$ cat src/rtl/stage_oencode_if.sv
// ---------------------------------------------------------------------------
// stage_oencode_if
// Groups the operation-in / opcode-out handshake of the opcode encoder stage.
//
// Signals:
//   operation    8  one-hot operation from the pipeline (all-zero = bubble)
//   ack          1  stage can accept an operation this cycle
//   opcode       8  ASCII opcode byte presented to the consumer
//   opcode_valid 1  opcode holds a valid byte
//   ack_in       1  consumer takes opcode when opcode_valid is also high
//   error        1  sticky flag, set when a multi-hot operation is accepted
//   count        16 number of bytes delivered, wraps modulo 2^16
//
// Modports:
//   master  pipeline/consumer side (drives operation and ack_in)
//   slave   the encoder stage itself
// ---------------------------------------------------------------------------
interface stage_oencode_if;
    logic [7:0]  operation;
    logic        ack;
    logic [7:0]  opcode;
    logic        opcode_valid;
    logic        ack_in;
    logic        error;
    logic [15:0] count;

    modport master (
        output operation,
        output ack_in,
        input  ack,
        input  opcode,
        input  opcode_valid,
        input  error,
        input  count
    );

    modport slave (
        input  operation,
        input  ack_in,
        output ack,
        output opcode,
        output opcode_valid,
        output error,
        output count
    );
endinterface

$ cat src/rtl/stage_oencode.sv
// ---------------------------------------------------------------------------
// stage_oencode
// Translates one-hot pipeline operations into ASCII opcode bytes and queues
// them in a small FIFO for a downstream consumer with a valid/ack handshake.
// Multi-hot operations are queued as '?' and raise a sticky error flag.
//
// Parameters:
//   DEPTH  number of queued bytes (power of two, 2..16)
//
// Ports:
//   clk    sole clock, rising edge
//   reset  asynchronous, active-low; clears all state immediately
//   bus    stage_oencode_if.slave (operation/ack in, opcode/valid/ack_in out,
//          error and delivered-byte count)
// ---------------------------------------------------------------------------
module stage_oencode #(
    parameter int DEPTH = 4
) (
    input  logic            clk,
    input  logic            reset,
    stage_oencode_if.slave  bus
);

    localparam int PTR_W = (DEPTH > 1) ? $clog2(DEPTH) : 1;
    localparam int OCC_W = PTR_W + 1;
    localparam logic [OCC_W-1:0] FULL_OCC = OCC_W'(DEPTH);

    logic [7:0]       mem [DEPTH];
    logic [PTR_W-1:0] wr_ptr;
    logic [PTR_W-1:0] rd_ptr;
    logic [PTR_W-1:0] rd_ptr_next;
    logic [OCC_W-1:0] occ;
    logic [OCC_W-1:0] occ_next;
    logic             push;
    logic             pop;
    logic             multi_hot;
    logic [7:0]       enc_byte;
    logic [7:0]       head_next;

    // Occupancy includes the entry currently shown on opcode, so a full
    // queue refuses a push even when the consumer pops on the same edge.
    assign bus.ack = (occ < FULL_OCC);
    assign push    = bus.ack && (bus.operation != 8'h00);
    assign pop     = bus.opcode_valid && bus.ack_in;

    // x & (x-1) is non-zero exactly when two or more bits are set.
    assign multi_hot = ((bus.operation & (bus.operation - 8'd1)) != 8'h00);

    always_comb begin
        enc_byte = 8'h3F;
        case (bus.operation)
            8'h01:   enc_byte = 8'h3E;
            8'h02:   enc_byte = 8'h3C;
            8'h04:   enc_byte = 8'h2B;
            8'h08:   enc_byte = 8'h2D;
            8'h10:   enc_byte = 8'h2E;
            8'h20:   enc_byte = 8'h2C;
            8'h40:   enc_byte = 8'h5B;
            8'h80:   enc_byte = 8'h5D;
            default: enc_byte = 8'h3F;
        endcase
    end

    // Next head of queue. When the write slot coincides with the new read
    // slot the queue is (becoming) empty, so the byte being pushed is the
    // new head and must bypass the not-yet-written memory.
    always_comb begin
        rd_ptr_next = pop ? (rd_ptr + PTR_W'(1)) : rd_ptr;
        occ_next    = occ;
        case ({push, pop})
            2'b10:   occ_next = occ + OCC_W'(1);
            2'b01:   occ_next = occ - OCC_W'(1);
            default: occ_next = occ;
        endcase
        if (push && (wr_ptr == rd_ptr_next)) begin
            head_next = enc_byte;
        end else begin
            head_next = mem[rd_ptr_next];
        end
    end

    // Storage needs no reset: occupancy alone decides what is valid.
    always_ff @(posedge clk) begin
        if (push) begin
            mem[wr_ptr] <= enc_byte;
        end
    end

    always_ff @(posedge clk or negedge reset) begin
        if (!reset) begin
            wr_ptr           <= '0;
            rd_ptr           <= '0;
            occ              <= '0;
            bus.opcode       <= 8'h00;
            bus.opcode_valid <= 1'b0;
            bus.error        <= 1'b0;
            bus.count        <= 16'h0000;
        end else begin
            if (push) begin
                wr_ptr <= wr_ptr + PTR_W'(1);
            end
            rd_ptr           <= rd_ptr_next;
            occ              <= occ_next;
            bus.opcode_valid <= (occ_next != '0);
            bus.opcode       <= (occ_next != '0) ? head_next : 8'h00;
            if (push && multi_hot) begin
                bus.error <= 1'b1;
            end
            if (pop) begin
                bus.count <= bus.count + 16'd1;
            end
        end
    end

endmodule

$ cat src/flat_wrapper.sv
// flat-port wrapper written by rule: the top's interface ports become plain ports
module stage_oencode_flat 
#(
    parameter int DEPTH = 4
)
  (clk, reset, bus_operation, bus_ack_in, bus_ack, bus_opcode, bus_opcode_valid, bus_error, bus_count);
  stage_oencode_if bus_i ();
  input  logic clk;
  input  logic reset;
  input wire logic [$bits(bus_i.operation)-1:0] bus_operation;
  input wire logic [$bits(bus_i.ack_in)-1:0] bus_ack_in;
  output wire logic [$bits(bus_i.ack)-1:0] bus_ack;
  output wire logic [$bits(bus_i.opcode)-1:0] bus_opcode;
  output wire logic [$bits(bus_i.opcode_valid)-1:0] bus_opcode_valid;
  output wire logic [$bits(bus_i.error)-1:0] bus_error;
  output wire logic [$bits(bus_i.count)-1:0] bus_count;
  assign bus_i.operation = bus_operation;
  assign bus_i.ack_in = bus_ack_in;
  assign bus_ack = bus_i.ack;
  assign bus_opcode = bus_i.opcode;
  assign bus_opcode_valid = bus_i.opcode_valid;
  assign bus_error = bus_i.error;
  assign bus_count = bus_i.count;
  stage_oencode #(.DEPTH(DEPTH)) u_core (.clk(clk), .reset(reset), .bus(bus_i));
endmodule
$ cat config.mk
export PLATFORM = sky130hd
export DESIGN_NAME = stage_oencode_flat
export DESIGN_NICKNAME = d
export VERILOG_FILES = /design/src/rtl/stage_oencode_if.sv /design/src/rtl/stage_oencode.sv /design/src/flat_wrapper.sv
export SDC_FILE = /design/constraint.sdc
export NUM_CORES = 1
export LEC_CHECK = 0
export ABC_AREA = 0
export CAP_MARGIN = 10
export CORE_UTILIZATION = 45
export CTS_CLUSTER_SIZE = 14
export DETAILED_ROUTE_END_ITERATION = 10
export PLACE_DENSITY = 0.77
export SLEW_MARGIN = 20
export SYNTH_ARGS = -nofsm -noshare
export SYNTH_HDL_FRONTEND = slang
export SYNTH_SLANG_ARGS = --single-unit
$ cat constraint.sdc
create_clock -name clk -period 2.8 [get_ports clk]
set_clock_uncertainty 0.15 [all_clocks]
set_input_delay 0.84 -clock clk [delete_from_list [all_inputs] [get_ports clk]]
set_output_delay 0.84 -clock clk [all_outputs]
set_load 0.03 [all_outputs]
Word-level counts from Yosys, hierarchy flattened
Memory sizes are Yosys's and may differ from the RTL's.
Cells that the tools add are included.
{ "totals": {"regBits": 33, "mem_bits_rw": 28, "out_inout_bits": 27, "mem_count": 1} }
{ "mem_list": {"columns": ["memory", "depth", "width", "rd", "rd_ports_with_merged_regs", "wr", "line_no", "rtl"], "rows": [
  ["u_core.mem", 4, 7, 1, 0, 1, "stage_oencode.sv:28", "logic [7:0] mem [DEPTH];"]
]} }
{ "op_classes": {"add_sub_neg": 6, "n_lt_le_gt_ge": 1, "eq_ne": 11, "muxes": 7, "bitwise": 1, "n_reduce_logical": 7} }
{ "ops": {"columns": ["cell", "n"], "rows": [
  ["7-bit one-hot mux with 8 select lines", 1],
  ["16-bit by 1-bit adder with 16-bit output (second input constant)", 1],
  ["8-bit two-way mux", 2],
  ["8-bit nonzero test", 2],
  ["8-bit AND", 1],
  ["8-bit by 1-bit equality test with 1-bit output (second input constant)", 1],
  ["8-bit by 2-bit equality test with 1-bit output (second input constant)", 1],
  ["8-bit by 3-bit equality test with 1-bit output (second input constant)", 1],
  ["8-bit by 4-bit equality test with 1-bit output (second input constant)", 1],
  ["8-bit by 5-bit equality test with 1-bit output (second input constant)", 1],
  ["8-bit by 6-bit equality test with 1-bit output (second input constant)", 1],
  ["8-bit by 7-bit equality test with 1-bit output (second input constant)", 1],
  ["8-bit equality test (second input constant)", 1],
  ["8-bit by 1-bit subtractor with 8-bit output (second input constant)", 1],
  ["3-bit one-hot mux with 2 select lines", 1],
  ["2-bit by 1-bit adder with 2-bit output (second input constant)", 2],
  ["1-bit logical AND", 4],
  ["3-bit by 1-bit adder with 3-bit output (second input constant)", 1],
  ["3-bit less-than comparator (second input constant)", 1],
  ["3-bit nonzero test", 1],
  ["3-bit by 1-bit subtractor with 3-bit output (second input constant)", 1],
  ["2-bit by 1-bit equality test with 1-bit output (second input constant)", 1],
  ["2-bit equality test", 1],
  ["2-bit equality test (second input constant)", 1],
  ["2 further kinds", 3]
]} }

Depth between registers and ports, before layout
{ "depth": {"word_depth": 6, "depth_mapped": 12, "depth_no_buf": 11} }

Worst setup path after synthesis
No wires, ideal clock.
{ "synth_timing": {"path_type": "input-to-reg", "from": "in bus_operation[3]", "to": "reg u_core.bus.opcode[1]", "setup_ps": 138, "arrival_time_ps": 2985, "t_required_ps": 2512, "slack_ps": -473, "stages": 12, "cell_sequence": "buf_6 > nor4_4 > a21oi_4 > inv_1 > ha_1 > inv_1 > fa_1 > xor2_1 > o21a_1 > nor4_4 > nand3b_1 > o31ai_1"} }
{ "synth_via": {"elab_chain_cells": 6} }
{ "synth_rtl": {"columns": ["element", "line_no", "rtl"], "rows": [
  ["start, declared", "flat_wrapper.sv:10", "input wire logic [$bits(bus_i.operation)-1:0] bus_operation;"],
  ["8-bit nonzero test", "stage_oencode.sv:43", "assign push = bus.ack && (bus.operation != 8'h00);"],
  ["1-bit logical AND", "stage_oencode.sv:43", null],
  ["2-bit by 1-bit equality test with 1-bit output or 2-bit equality test (tied branches)", "stage_oencode.sv:70", "case ({push, pop})"],
  ["3-bit one-hot mux with 2 select lines", "stage_oencode.sv:70", null],
  ["3-bit nonzero test", "stage_oencode.sv:105", "bus.opcode <= (occ_next != '0) ? head_next : 8'h00;"],
  ["8-bit two-way mux *", "stage_oencode.sv:105", null],
  ["end signal, assigned", "stage_oencode.sv:105", null],
  ["end, declared", "stage_oencode_if.sv:41", "output opcode,"]
]} }
Mark *: on every way between the ends. The rest lies on a longest branch, timed or not.
A chain may end at the register's enable or synchronous reset.

Final worst setup path
Same ends and word-level chain as after synthesis.

==> metrics.csv <==
stage,metric,value,unit
logic_synthesis,Synth Net Count,232,
final_layout,Antenna Cells,0,
place,post-place setup slack,-0.740,ns
route,DR WL/cell,14.5,um
timing,Final min period,2.86,ns
logic_synthesis,Post-Syn Instances,214,
die,Die Y,80.3,um
clocking,CTS root buffer,clkbuf_8,
final_layout,Layout Utilization,58.4,%
clocking,CTS Buffer Depth,2,
global_route,largest net degree at the start of global routing,32,
final_layout,area of the multi-input gates,1190,sq um
logic_synthesis,Synth Flop Type,dfrtp_1,
logic_synthesis,"EDFF count, synth",24,
logic_synthesis,Post-Syn Area,2760,sq um
run_status,failing checks,setup timing,
clocking,CTS buffer count,5,
global_route,met2 Use GR,32.0,%
setup_path,critical path startpoint category,input port,
final_layout,"commonest cells after routing, fill and taps aside","31 x dfrtp_1, 27 x clkdlybuf4s50_1, 24 x edfxtp_1, 23 x buf_4, 16 x nor2_1",
route,final WL,5030,um
global_route,vias in the first global route,1824,
clocking,CTS tree,built,
die,Initial Util,46.6,%
global_route,antenna violations before repair,0,
route,Vias/cell,5.16,
setup_path,Crit Path Class,input port to flip-flop,
die,Die ar.,6440,sq um
die,core area,5920,sq um
run_status,status,"finished, violations left",
logic_synthesis,warning count from the yosys run,0,
final_layout,Fill cells,482,
timing,final count of negative-setup-slack endpoints,6,
timing,Final WS setup,-0.0566,ns
global_route,first-pass GRT wire length,8630,um
timing,RSZ-0062 raised after global routing,true,
clocking,H-Tree Depth,2,
final_layout,Storage cell area,1500,sq um
power_and_ir_drop,Max IR drop VDD,0.502,mV
clocking,clk_lat worst skew,0.31,ns
logic_synthesis,sequential share of the synthesized area,54.3,%
place,# port buffers,36,
global_route,global-route usage over all layers,17.9,%
global_route,met3 Use GR,3.41,%
die,std cell rows,28,
setup_path,CP arrival,2.93,ns
route,Post-route DRC,0,
logic_synthesis,Cell variety after synth,50,
setup_path,WP data required,2.87,ns
place,DP HPWL,3760,um
route,Iteration-0 DRC Markers,71,
route,DRT Pass-1 Iters,4,
logic_synthesis,Syn Area/Cell,12.9,sq um
route,via count,1792,
timing,Max Fclk,350,MHz
clocking,Clock transition at path regs,0.10,ns
die,DIE WIDTH,80.3,um
global_route,grt met1 use,21.0,%
global_route,total grt overflow,0,
timing,post-route clock period utilization,102,%
final_layout,"Net count, final",289,
setup_path,crit path capture type,flip-flop,
clocking,cts hold-fix bufs,0,
power_and_ir_drop,Lkg Pwr,1.37,nW
final_layout,layout cells sized above 1,26.8,%
route,antenna-violating nets left,0,
power_and_ir_drop,pwr dens,1000,nW/um^2
place,gp weighted congestion,0.822,
timing,final hold viol count,0,
logic_synthesis,#FFs+latches synth,55,
final_layout,"commonest non-fill, non-tap cell in the layout",dfrtp_1,
die,Boundary Pins,38,
job,maxcap violations,0,
logic_synthesis,asr flop ratio synth,56.4,%
global_route,busiest layer in global routing,met2,
final_layout,Area growth syn-to-layout,25.5,%
hold_path,HP Class,flip-flop to flip-flop,
clocking,Num Clock Sinks,55,
timing,Max Slew Vio Count,0,
setup_path,crit-path max FO,3,
-- final timing paths --
kind / from / end / slack [ns] / cells after the start
worst max-delay path: bus_operation[3] / u_core.bus.opcode[1] / -0.06 / 13
worst min-delay path: u_core.bus.error / u_core.bus.error / 0.33 / 1
worst max register to register: u_core.bus.opcode[3] / u_core.bus.opcode[1] / 0.44 / 11
worst min register to register: u_core.bus.error / u_core.bus.error / 0.33 / 1
max in group asynchronous: reset / u_core.wr_ptr[0] / 1.44 / 2
min in group asynchronous: reset / u_core.bus.count[14] / 0.77 / 2
-- cells by family (layout without fill, tap and decap cells) --
group	count (synthesis)	in the layout	share of synthesized area, %
xor gates and xnor gates	24	24	8.17
other	1	1	0.136
DFF	55	55	54.3
muxes	13	13	7.44
buffers and inverters	22	80	4.31
AOI/OAI and AO/OA	21	21	6.35
and+or+nand+nor	71	71	15.9
adders and majority gates	7	7	3.45
-- repair_timing --
action,CTS,global route
setup endpoints to repair,8,7
pin swaps,13,8
gates cloned,0,0
resized for setup,35,4
buffers inserted,1,1
-- cell usage after synthesis, drive strengths merged, types with 2 or more instances --
library cell | n | share of area, %
and3 | 2 | 0.45
edfxtp | 24 | 26
nand2 | 15 | 2.3
o21ai | 3 | 0.54
nand3 | 7 | 1.6
dfrtp | 31 | 28
buf | 9 | 2.5
o31ai | 2 | 0.73
nand4 | 4 | 1.1
a21oi | 5 | 1.3
xnor2 | 17 | 5.9
nor2 | 20 | 3.1
nor3 | 4 | 0.73
or2 | 2 | 0.45
ha | 6 | 2.7
nor4 | 5 | 2.8
inv | 13 | 1.8
mux4 | 6 | 4.9
xor2 | 7 | 2.2
and2 | 4 | 0.91
mux2i | 7 | 2.5
o21a | 2 | 0.54
nand3b | 4 | 1.1
nor4b | 2 | 0.64
-- stage by stage --
stage | cells | total power [mW] | area [sq um] | hold slack [ns] | setup TNS, ns
floorplan | 214 | 2.37 | 2790 | 0.356 | -1.96
global placement | 337 | 2.81 | 3330 | 0.313 | -5.21
detailed placement | 337 | 2.87 | 3330 | 0.295 | -5.90
CTS | 346 | 3.43 | 3440 | 0.330 | -0.790
global route | 347 | 3.68 | 3460 | 0.346 | -1.07
finish | 347 | 3.46 | 3460 | 0.326 | -0.259
-- final cells by class --
cell class | count | area share [%]
Timing Repair Buffer | 59 | 14.9
Clock inverter | 3 | 1.27
Inverter | 13 | 1.41
Clock buffer | 5 | 1.99
Sequential cell | 55 | 43.3
Tap cell | 75 | 2.71
Multi-Input combinational cell | 137 | 34.5
-- registers in the layout, summed over array words and instances, names as in the netlist --
signal and cells:
u_core.wr_ptr 2, u_core.occ 3, u_core.bus.error 1, u_core.rd_ptr 2
u_core.bus.opcode 7, u_core.bus.count 16, u_core.mem 24
-- worst max-delay path: stages --
cell     delay (ns)
buf_6          0.10
nor4_4         0.37
a21oi_4        0.10
inv_2          0.07
ha_4           0.12
inv_2          0.03
fa_2           0.35
xor2_2         0.19
buf_4          0.14
nor3_4         0.16
nor4_4         0.08
buf_4          0.16
o31ai_1        0.23
-- routing by layer --
metal  wire length (um)  vias to the layer above
li1                   -                      864
met1               2160                      868
met2               2570                       51
met3                208                        9
met4                 93                        0
met5                  0                        -
-- report_power, final --
group,total [mW],switching [mW],internal (mW)
sequential,1.25,0.160,1.09
combinational,1.69,0.893,0.797
clock,0.519,0.253,0.266
Power figures use the tool's default switching activity.
